$ cat src/rtl/sdram_wr_pkg.sv
// rtl/sdram_wr_pkg.sv - shared widths, FSM state codes and ring-address helper
package sdram_wr_pkg;

   localparam int DEF_DATA_W = 16;
   localparam int DEF_NUM_W  = 8;
   localparam int DEF_ADDR_W = 24;
   localparam int RING_W     = 32;

   typedef logic [1:0] state_t;

   localparam state_t ST_IDLE = 2'd0;
   localparam state_t ST_REQ  = 2'd1;
   localparam state_t ST_XFER = 2'd2;

   // Next start address after a burst of len words, wrapped modulo the [base, top] region.
   function automatic logic [RING_W-1:0] ring_next(
      input logic [RING_W-1:0] addr,
      input logic [RING_W-1:0] len,
      input logic [RING_W-1:0] base,
      input logic [RING_W-1:0] top
   );
      logic [RING_W:0] sum;
      sum = {1'b0, addr} + {1'b0, len};
      if (sum > {1'b0, top}) begin
         sum = {1'b0, base} + sum - {1'b0, top} - {{RING_W{1'b0}}, 1'b1};
      end
      return sum[RING_W-1:0];
   endfunction

endpackage

$ cat src/rtl/sdram_wr_addr_gen.sv
// rtl/sdram_wr_addr_gen.sv - ring write-address register, advanced by burst length on completion
module sdram_wr_addr_gen
   import sdram_wr_pkg::*;
#(
   parameter int                ADDR_W    = DEF_ADDR_W,
   parameter int                NUM_W     = DEF_NUM_W,
   parameter logic [ADDR_W-1:0] ADDR_BASE = '0,
   parameter logic [ADDR_W-1:0] ADDR_TOP  = '1
) (
   input  logic              sys_clk,
   input  logic              sys_rst,
   input  logic              advance_i,
   input  logic [NUM_W-1:0]  len_i,
   output logic [ADDR_W-1:0] addr_o
);

   logic [ADDR_W-1:0] addr_q, addr_d;

   always_comb begin
      addr_d = addr_q;
      if (advance_i) begin
         addr_d = ADDR_W'(ring_next(RING_W'(addr_q), RING_W'(len_i),
                                    RING_W'(ADDR_BASE), RING_W'(ADDR_TOP)));
      end
   end

   always_ff @(posedge sys_clk) begin
      if (sys_rst) begin
         addr_q <= ADDR_BASE;
      end else begin
         addr_q <= addr_d;
      end
   end

   assign addr_o = addr_q;

endmodule

$ cat src/rtl/sdram_wr_burst_sched.sv
// rtl/sdram_wr_burst_sched.sv - FIFO read-side burst scheduler feeding the SDRAM write port
module sdram_wr_burst_sched
   import sdram_wr_pkg::*;
#(
   parameter int                DATA_W    = DEF_DATA_W,
   parameter int                NUM_W     = DEF_NUM_W,
   parameter int                BURST_LEN = 8,
   parameter int                TIMEOUT   = 64,
   parameter int                ADDR_W    = DEF_ADDR_W,
   parameter logic [ADDR_W-1:0] ADDR_BASE = '0,
   parameter logic [ADDR_W-1:0] ADDR_TOP  = '1
) (
   input  logic              sys_clk,
   input  logic              sys_rst,
   input  logic              enable_i,
   input  logic              flush_i,
   input  logic              fifo_empty_i,
   input  logic [NUM_W-1:0]  fifo_data_num_i,
   input  logic              fifo_underrun_i,
   output logic              fifo_rd_en_o,
   input  logic [DATA_W-1:0] fifo_rd_data_i,
   output logic              sdram_wr_req_o,
   input  logic              sdram_wr_ack_i,
   output logic [ADDR_W-1:0] sdram_wr_addr_o,
   output logic [NUM_W-1:0]  sdram_wr_len_o,
   input  logic              sdram_wr_data_req_i,
   output logic [DATA_W-1:0] sdram_wr_data_o,
   output logic              sdram_wr_data_vld_o,
   output logic              busy_o,
   output logic              err_o
);

   localparam int               TMR_W    = $clog2(TIMEOUT) + 1;
   localparam logic [NUM_W-1:0] BL       = NUM_W'(BURST_LEN);
   localparam logic [TMR_W-1:0] TMR_LAST = TMR_W'(TIMEOUT - 1);

   state_t            state_q, state_d;
   logic [NUM_W-1:0]  len_q, len_d;
   logic [NUM_W-1:0]  rem_q, rem_d;
   logic [ADDR_W-1:0] addr_q, addr_d;
   logic [TMR_W-1:0]  tmr_q, tmr_d;
   logic              flush_q, flush_d;
   logic              vld_q;
   logic              err_q, err_d;
   logic              rd_en;
   logic              flush_eff;
   logic              advance;
   logic [ADDR_W-1:0] ring_addr;

   assign rd_en     = (state_q == ST_XFER) && sdram_wr_data_req_i && (rem_q != '0);
   assign flush_eff = flush_q | flush_i;
   // The burst is finished once every word is popped and the last one has been presented.
   assign advance   = (state_q == ST_XFER) && (rem_q == '0) && vld_q;

   always_comb begin
      state_d = state_q;
      len_d   = len_q;
      rem_d   = rem_q;
      addr_d  = addr_q;
      tmr_d   = tmr_q;
      flush_d = flush_eff;
      case (state_q)
         ST_IDLE: begin
            if (!enable_i) begin
               tmr_d = '0;
            end else if (fifo_data_num_i >= BL) begin
               state_d = ST_REQ;
               len_d   = BL;
               rem_d   = BL;
               addr_d  = ring_addr;
            end else if ((flush_eff || (tmr_q == TMR_LAST)) && (fifo_data_num_i != '0)) begin
               state_d = ST_REQ;
               len_d   = fifo_data_num_i;
               rem_d   = fifo_data_num_i;
               addr_d  = ring_addr;
               tmr_d   = '0;
               flush_d = 1'b0;
            end else if (fifo_data_num_i != '0) begin
               tmr_d = tmr_q + 1'b1;
            end else begin
               tmr_d   = '0;
               flush_d = 1'b0;
            end
         end
         ST_REQ: begin
            if (sdram_wr_ack_i) begin
               state_d = ST_XFER;
            end
         end
         ST_XFER: begin
            if (rd_en) begin
               rem_d = rem_q - 1'b1;
            end
            if (advance) begin
               state_d = ST_IDLE;
            end
         end
         default: begin
            state_d = ST_IDLE;
         end
      endcase
   end

   // Empty-pop is flagged but not suppressed; the FIFO decides what it returns.
   assign err_d = err_q | fifo_underrun_i | (rd_en & fifo_empty_i)
                | (sdram_wr_ack_i & (state_q != ST_REQ));

   always_ff @(posedge sys_clk) begin
      if (sys_rst) begin
         state_q <= ST_IDLE;
         len_q   <= '0;
         rem_q   <= '0;
         addr_q  <= '0;
         tmr_q   <= '0;
         flush_q <= 1'b0;
         vld_q   <= 1'b0;
         err_q   <= 1'b0;
      end else begin
         state_q <= state_d;
         len_q   <= len_d;
         rem_q   <= rem_d;
         addr_q  <= addr_d;
         tmr_q   <= tmr_d;
         flush_q <= flush_d;
         vld_q   <= rd_en;
         err_q   <= err_d;
      end
   end

   sdram_wr_addr_gen #(
      .ADDR_W    (ADDR_W),
      .NUM_W     (NUM_W),
      .ADDR_BASE (ADDR_BASE),
      .ADDR_TOP  (ADDR_TOP)
   ) u_addr_gen (
      .sys_clk   (sys_clk),
      .sys_rst   (sys_rst),
      .advance_i (advance),
      .len_i     (len_q),
      .addr_o    (ring_addr)
   );

   assign fifo_rd_en_o        = rd_en;
   assign sdram_wr_req_o      = (state_q == ST_REQ);
   assign sdram_wr_addr_o     = addr_q;
   assign sdram_wr_len_o      = len_q;
   assign sdram_wr_data_o     = fifo_rd_data_i;
   assign sdram_wr_data_vld_o = vld_q;
   assign busy_o              = (state_q != ST_IDLE);
   assign err_o               = err_q;

endmodule

$ cat config.mk
export PLATFORM = sky130hd
export DESIGN_NAME = sdram_wr_burst_sched
export DESIGN_NICKNAME = d
export VERILOG_FILES = /design/src/rtl/sdram_wr_pkg.sv /design/src/rtl/sdram_wr_addr_gen.sv /design/src/rtl/sdram_wr_burst_sched.sv
export SDC_FILE = /design/constraint.sdc
export NUM_CORES = 1
export LEC_CHECK = 0
export ABC_AREA = 1
export CAP_MARGIN = 20
export CORE_MARGIN = 1
export CORE_UTILIZATION = 40
export DETAILED_ROUTE_END_ITERATION = 16
export HOLD_SLACK_MARGIN = 0.12
export PLACE_DENSITY = 0.66
export SKIP_LAST_GASP = 1
export SYNTH_ARGS = -nofsm -noshare
export SYNTH_HDL_FRONTEND = slang
export SYNTH_SLANG_ARGS = --single-unit
export TNS_END_PERCENT = 50
$ cat constraint.sdc
create_clock -name sys_clk -period 5.02 [get_ports sys_clk]
set_input_delay 0.753 -clock sys_clk [delete_from_list [all_inputs] [get_ports sys_clk]]
set_output_delay 0.753 -clock sys_clk [all_outputs]
set_load 0.02 [all_outputs]
---- Word level (Yosys, flattened, before mapping) ----
Cells that the tools add are included.
cells by class
  $add $sub $neg .......................... 5
  $lt $le $gt $ge ......................... 2
  equality and inequality tests ........... 10
  mux-type cells .......................... 23
  bitwise gates (word level) .............. 6
  reduce and logical (&&, ||, !) cells .... 17
operator list
  kind                                                                                  number
  24-bit 2-to-1 mux                                                                     3
  8-bit 2-to-1 mux                                                                      4
  7-bit 2-to-1 mux                                                                      4
  24-bit by 8-bit adder with 25-bit output                                              1
  25-bit by 24-bit > comparator with 1-bit output (second input constant)               1
  24-bit by 1-bit subtractor with 24-bit output (second input constant)                 1
  24-bit subtractor (second input constant)                                             1
  8-bit case mux with 2 select lines                                                    1
  8-bit nonzero test                                                                    2
  2-bit 2-to-1 mux                                                                      5
  8-bit by 4-bit greater-or-equal comparator with 1-bit output (second input constant)  1
  8-bit zero test                                                                       1
  2-bit inequality test (second input constant)                                         4
  4-bit AND reduction                                                                   2
  8-bit by 1-bit subtractor with 8-bit output (second input constant)                   1
  7-bit by 1-bit adder with 7-bit output (second input constant)                        1
  7-bit by 6-bit == test with 1-bit output (second input constant)                      1
  2-bit case mux with 3 select lines                                                    1
  2-bit nonzero test                                                                    3
  1-bit logical AND                                                                     5
  1-bit 2-to-1 mux                                                                      5
  2-bit by 1-bit inequality test with 1-bit output (second input constant)              2
  1-bit bitwise OR                                                                      4
  3-bit inequality test (second input constant)                                         1
  7 further kinds                                                                       8
storage, ports and cells
  flip-flop bits (word level) ............. 76
  input bits .............................. 32
  output and inout bits ................... 53
  word-level logic and storage cells ...... 72

---- Longest topological paths before layout ----
  depth after elaboration ................. 7
  gate-level depth with buffers ........... 12
  depth with buffers taken out ............ 12

---- Hierarchy ----
A second synthesis with hierarchy kept.
second synthesis, totals
  cells, all modules ...................... 622
  area, all modules ....................... 4,242.8 um2
modules (own cells, without submodules)
  module                instances  cells an instance  area an instance (um2)  seq. area each (um2)
  sdram_wr_burst_sched  1          347                2,513.7                 1,041.0
  sdram_wr_addr_gen     1          275                1,729.2                 480.5

---- Worst setup path after synthesis ----
Ideal clock, no wire load.
  kind .................................... input to output
  start point ............................. in sdram_wr_data_req_i
  end point ............................... out fifo_rd_en_o
  arrival ................................. 1.107 ns
  data required time ...................... 4.267 ns
  slack ................................... 3.160 ns
  stages on the path ...................... 4
  path buffers ............................ 0
  cells stage by stage .................... inv_1 -> nor2_1 -> nand2_1 -> inv_1
between the ends
  cells in the longest elaborated chain, start to end .. 2
RTL lines
  element                         RTL line                    source
  start, declared                 sdram_wr_burst_sched.sv:26  input logic sdram_wr_data_req_i,
  1-bit logical AND (2 in a row)  sdram_wr_burst_sched.sv:50  assign rd_en = (state_q == ST_XFER) && sdram_wr_data_req_i && (rem_q != '0);
  end, declared                   sdram_wr_burst_sched.sv:20  output logic fifo_rd_en_o,
Every way passes these cells.

---- Worst setup path in the final report ----
Same ends and word-level chain as after synthesis.

==> impl_metrics.ini <==
[outcome]
status = complete, no violations

[clock_network]
cts_tree = built
cts_hold_buf = 0
cts_root_buf = clkbuf_8
clk_pin_slew_ps = 90
cts_resized = 0
cts_sinks = 76
numCtsBuffers = 9
ctsLongestPathBuffers = 2
postCtsSetupRepairBufs = 0
htree_levels = 3
clkLatencyLatePin_ps = 360

[global_route]
grt_max_degree = 37
grt_use_total = 0.193
grt_pass1_vias = 3561
grt_pass1_wl_um = 16100
antenna_found_initial = 0
globalRouteOverflowTotal = 0

[timing]
finalSetupViolations = 0
fmax_mhz = 341
period_needed_ps = 2930
period_share = 0.583
relSlewSlack = 0.496
skew_ps = 10.5
finalHoldViolCount = 0
maxSlewViolCount = 0
worst_pin_slew_ps = 754
fin_tns_setup_ps = 0
grt_setup_unrepaired = false

[job]
drv_cap = 0

[cells_and_area]
antennaDiodeCount = 0
regArea_um2 = 1520
nFillCells = 995
drive_above_1_share = 0.0672
nets = 679
areaGrowthSynthToFinish_pct = 15.7
multi_input_area_um2 = 2090
final_area_um2 = 4750

[floorplan]
initial_utilization = 0.416
ioPinCount = 85
rows = 36
fp.coreArea_um2 = 9860
die-area_um2 = 10700
fp.dieW_um = 103
die_h_um = 103

[logic_synthesis]
synthFlopType = dfxtp_1
synth_enable_flop_cells = 0
synthCells = 605
avgSynthCellArea_um2 = 6.79
yosysSeqAreaShare = 0.371
synth_top_area_share = 0.371
ys_warn_count = 0
yosysTopAreaCell = dfxtp_1
synth.distinct_cells = 37
ys_async_sr_fraction = 0
ys_ff_latch = 76
syn-cell-area_um2 = 4110
synth_fp_nets = 649
ys_top_cells_by_area = dfxtp_1, nand2_1, nor2_1, nand3_1, inv_1

[placement]
post_dp_cell_area_um2 = 4570
port_buffers = 52
hpwl_um = 6760
place_congestion = 0.848

[routing]
post_drt_wl_per_cell_um = 12.2
vias = 3747
routed_wl_um = 9450
antenna_left = 0
via_per_inst = 4.85
first_iter_violations = 141
firstDrtPassIters = 6
drcViolationCount = 0

[power_and_ir_drop]
ir_drop_mv = 0.132
p_leak_nw = 2.07
cellPowerDensity_nw_per_um2 = 290

[setup_path]
crit_required_ps = 4270
crit_fanout = 3
crit_path_start_kind = primary input
crit_type = primary input to primary output
ff2ff_path_depth = 7
arrival_ps = 2180
end_kind = primary output

[hold_path]
min_path_cells = 2
hold_class = register to register
==> registers in the layout, summed over array words and instances, names as in the netlist, 2 cells and up <==
signal             cells
state_q                2
rem_q                  8
sdram_wr_len_o         8
sdram_wr_addr_o       24
tmr_q                  7
u_addr_gen.addr_o     24
==> final timing paths <==
check / start / to / slack [ps]
min: sdram_wr_len_o[4] / sdram_wr_len_o[4] / 470
max: sdram_wr_data_req_i / fifo_rd_en_o / 2090
min reg2reg: sdram_wr_len_o[4] / sdram_wr_len_o[4] / 470
max reg2reg: state_q[1] / u_addr_gen.addr_o[16] / 2900
==> area by class of cell <==
class	count	share of cell area
Multi-Input combinational cell	426	0.441
Sequential cell	76	0.320
Clock inverter	6	0.00843
Clock buffer	10	0.0290
Tap cell	133	0.0350
Timing Repair Buffer	53	0.111
Inverter	69	0.0553
==> cell usage after synthesis (3+ instances only) <==
cell type and count:
nand3b_1 5, xor2_1 6, inv_1 62, buf_4 17, nor2_1 112, xnor2_1 6
nand3_2 3, a21oi_1 32, nand3_1 57, nand2_1 129, nand2_4 4, ha_1 11
buf_6 4, buf_2 4, nor2_4 3, inv_2 4, nand4_1 10, or2_2 4
dfxtp_1 76, o21ai_0 22, clkbuf_1 9, nor3_1 6
==> stage by stage <==
step                       util  total power [mW]  setup WS, ps  hold slack (ps)  instances
after CTS                 0.482              1.39          2080              472        773
final                     0.482              1.38          2090              472        773
after floorplan               -             0.883          3160              439        605
after detailed placement  0.464             0.962          1860              457        757
after global placement    0.464             0.957          1910              452        757
after global routing      0.482              1.45          1980              490        773
==> layer usage <==
layer	part of all wire	vias up	GRT usage	wire, µm
met1	0.48	1708	0.242	4570
met4	0.015	0	0.0813	142
met3	0.031	13	0.0296	292
met5	0	-	0	0
met2	0.47	57	0.329	4440
li1	-	1969	-	-
==> worst max-delay path, stage by stage <==
cell and delay [ps]:
clkdlybuf4s50_1 460, inv_1 40, nor2_1 90, nand2_1 110, inv_1 110, clkdlybuf4s50_1 610
==> report_power, final <==
part | leakage [nW] | switching, mW | internal (mW)
Clock | 0.0920 | 0.241 | 0.192
Combinational | 1.36 | 0.171 | 0.115
Sequential | 0.619 | 0.0237 | 0.636
Total | 2.07 | 0.436 | 0.943
==> logic make-up after synthesis <==
group / synth area share
buf+inv: 0.119
compound gates: 0.0829
fa+ha+maj: 0.0384
simple gates: 0.363
flops: 0.371
xor+xnor: 0.0256
==> cells in the final DEF (no fill, tap or decap), types with 6 or more instances in the layout <==
cell,n
nor3_1,6
clkdlybuf4s50_1,52
a21oi_1,32
nand2_1,129
nor2_1,112
xor2_1,6
nand3_1,57
xnor2_1,6
inv_1,62
clkbuf_8,10
ha_1,11
nand4_1,10
o21ai_0,22
dfxtp_1,76
(Power assumes the default switching activity.)
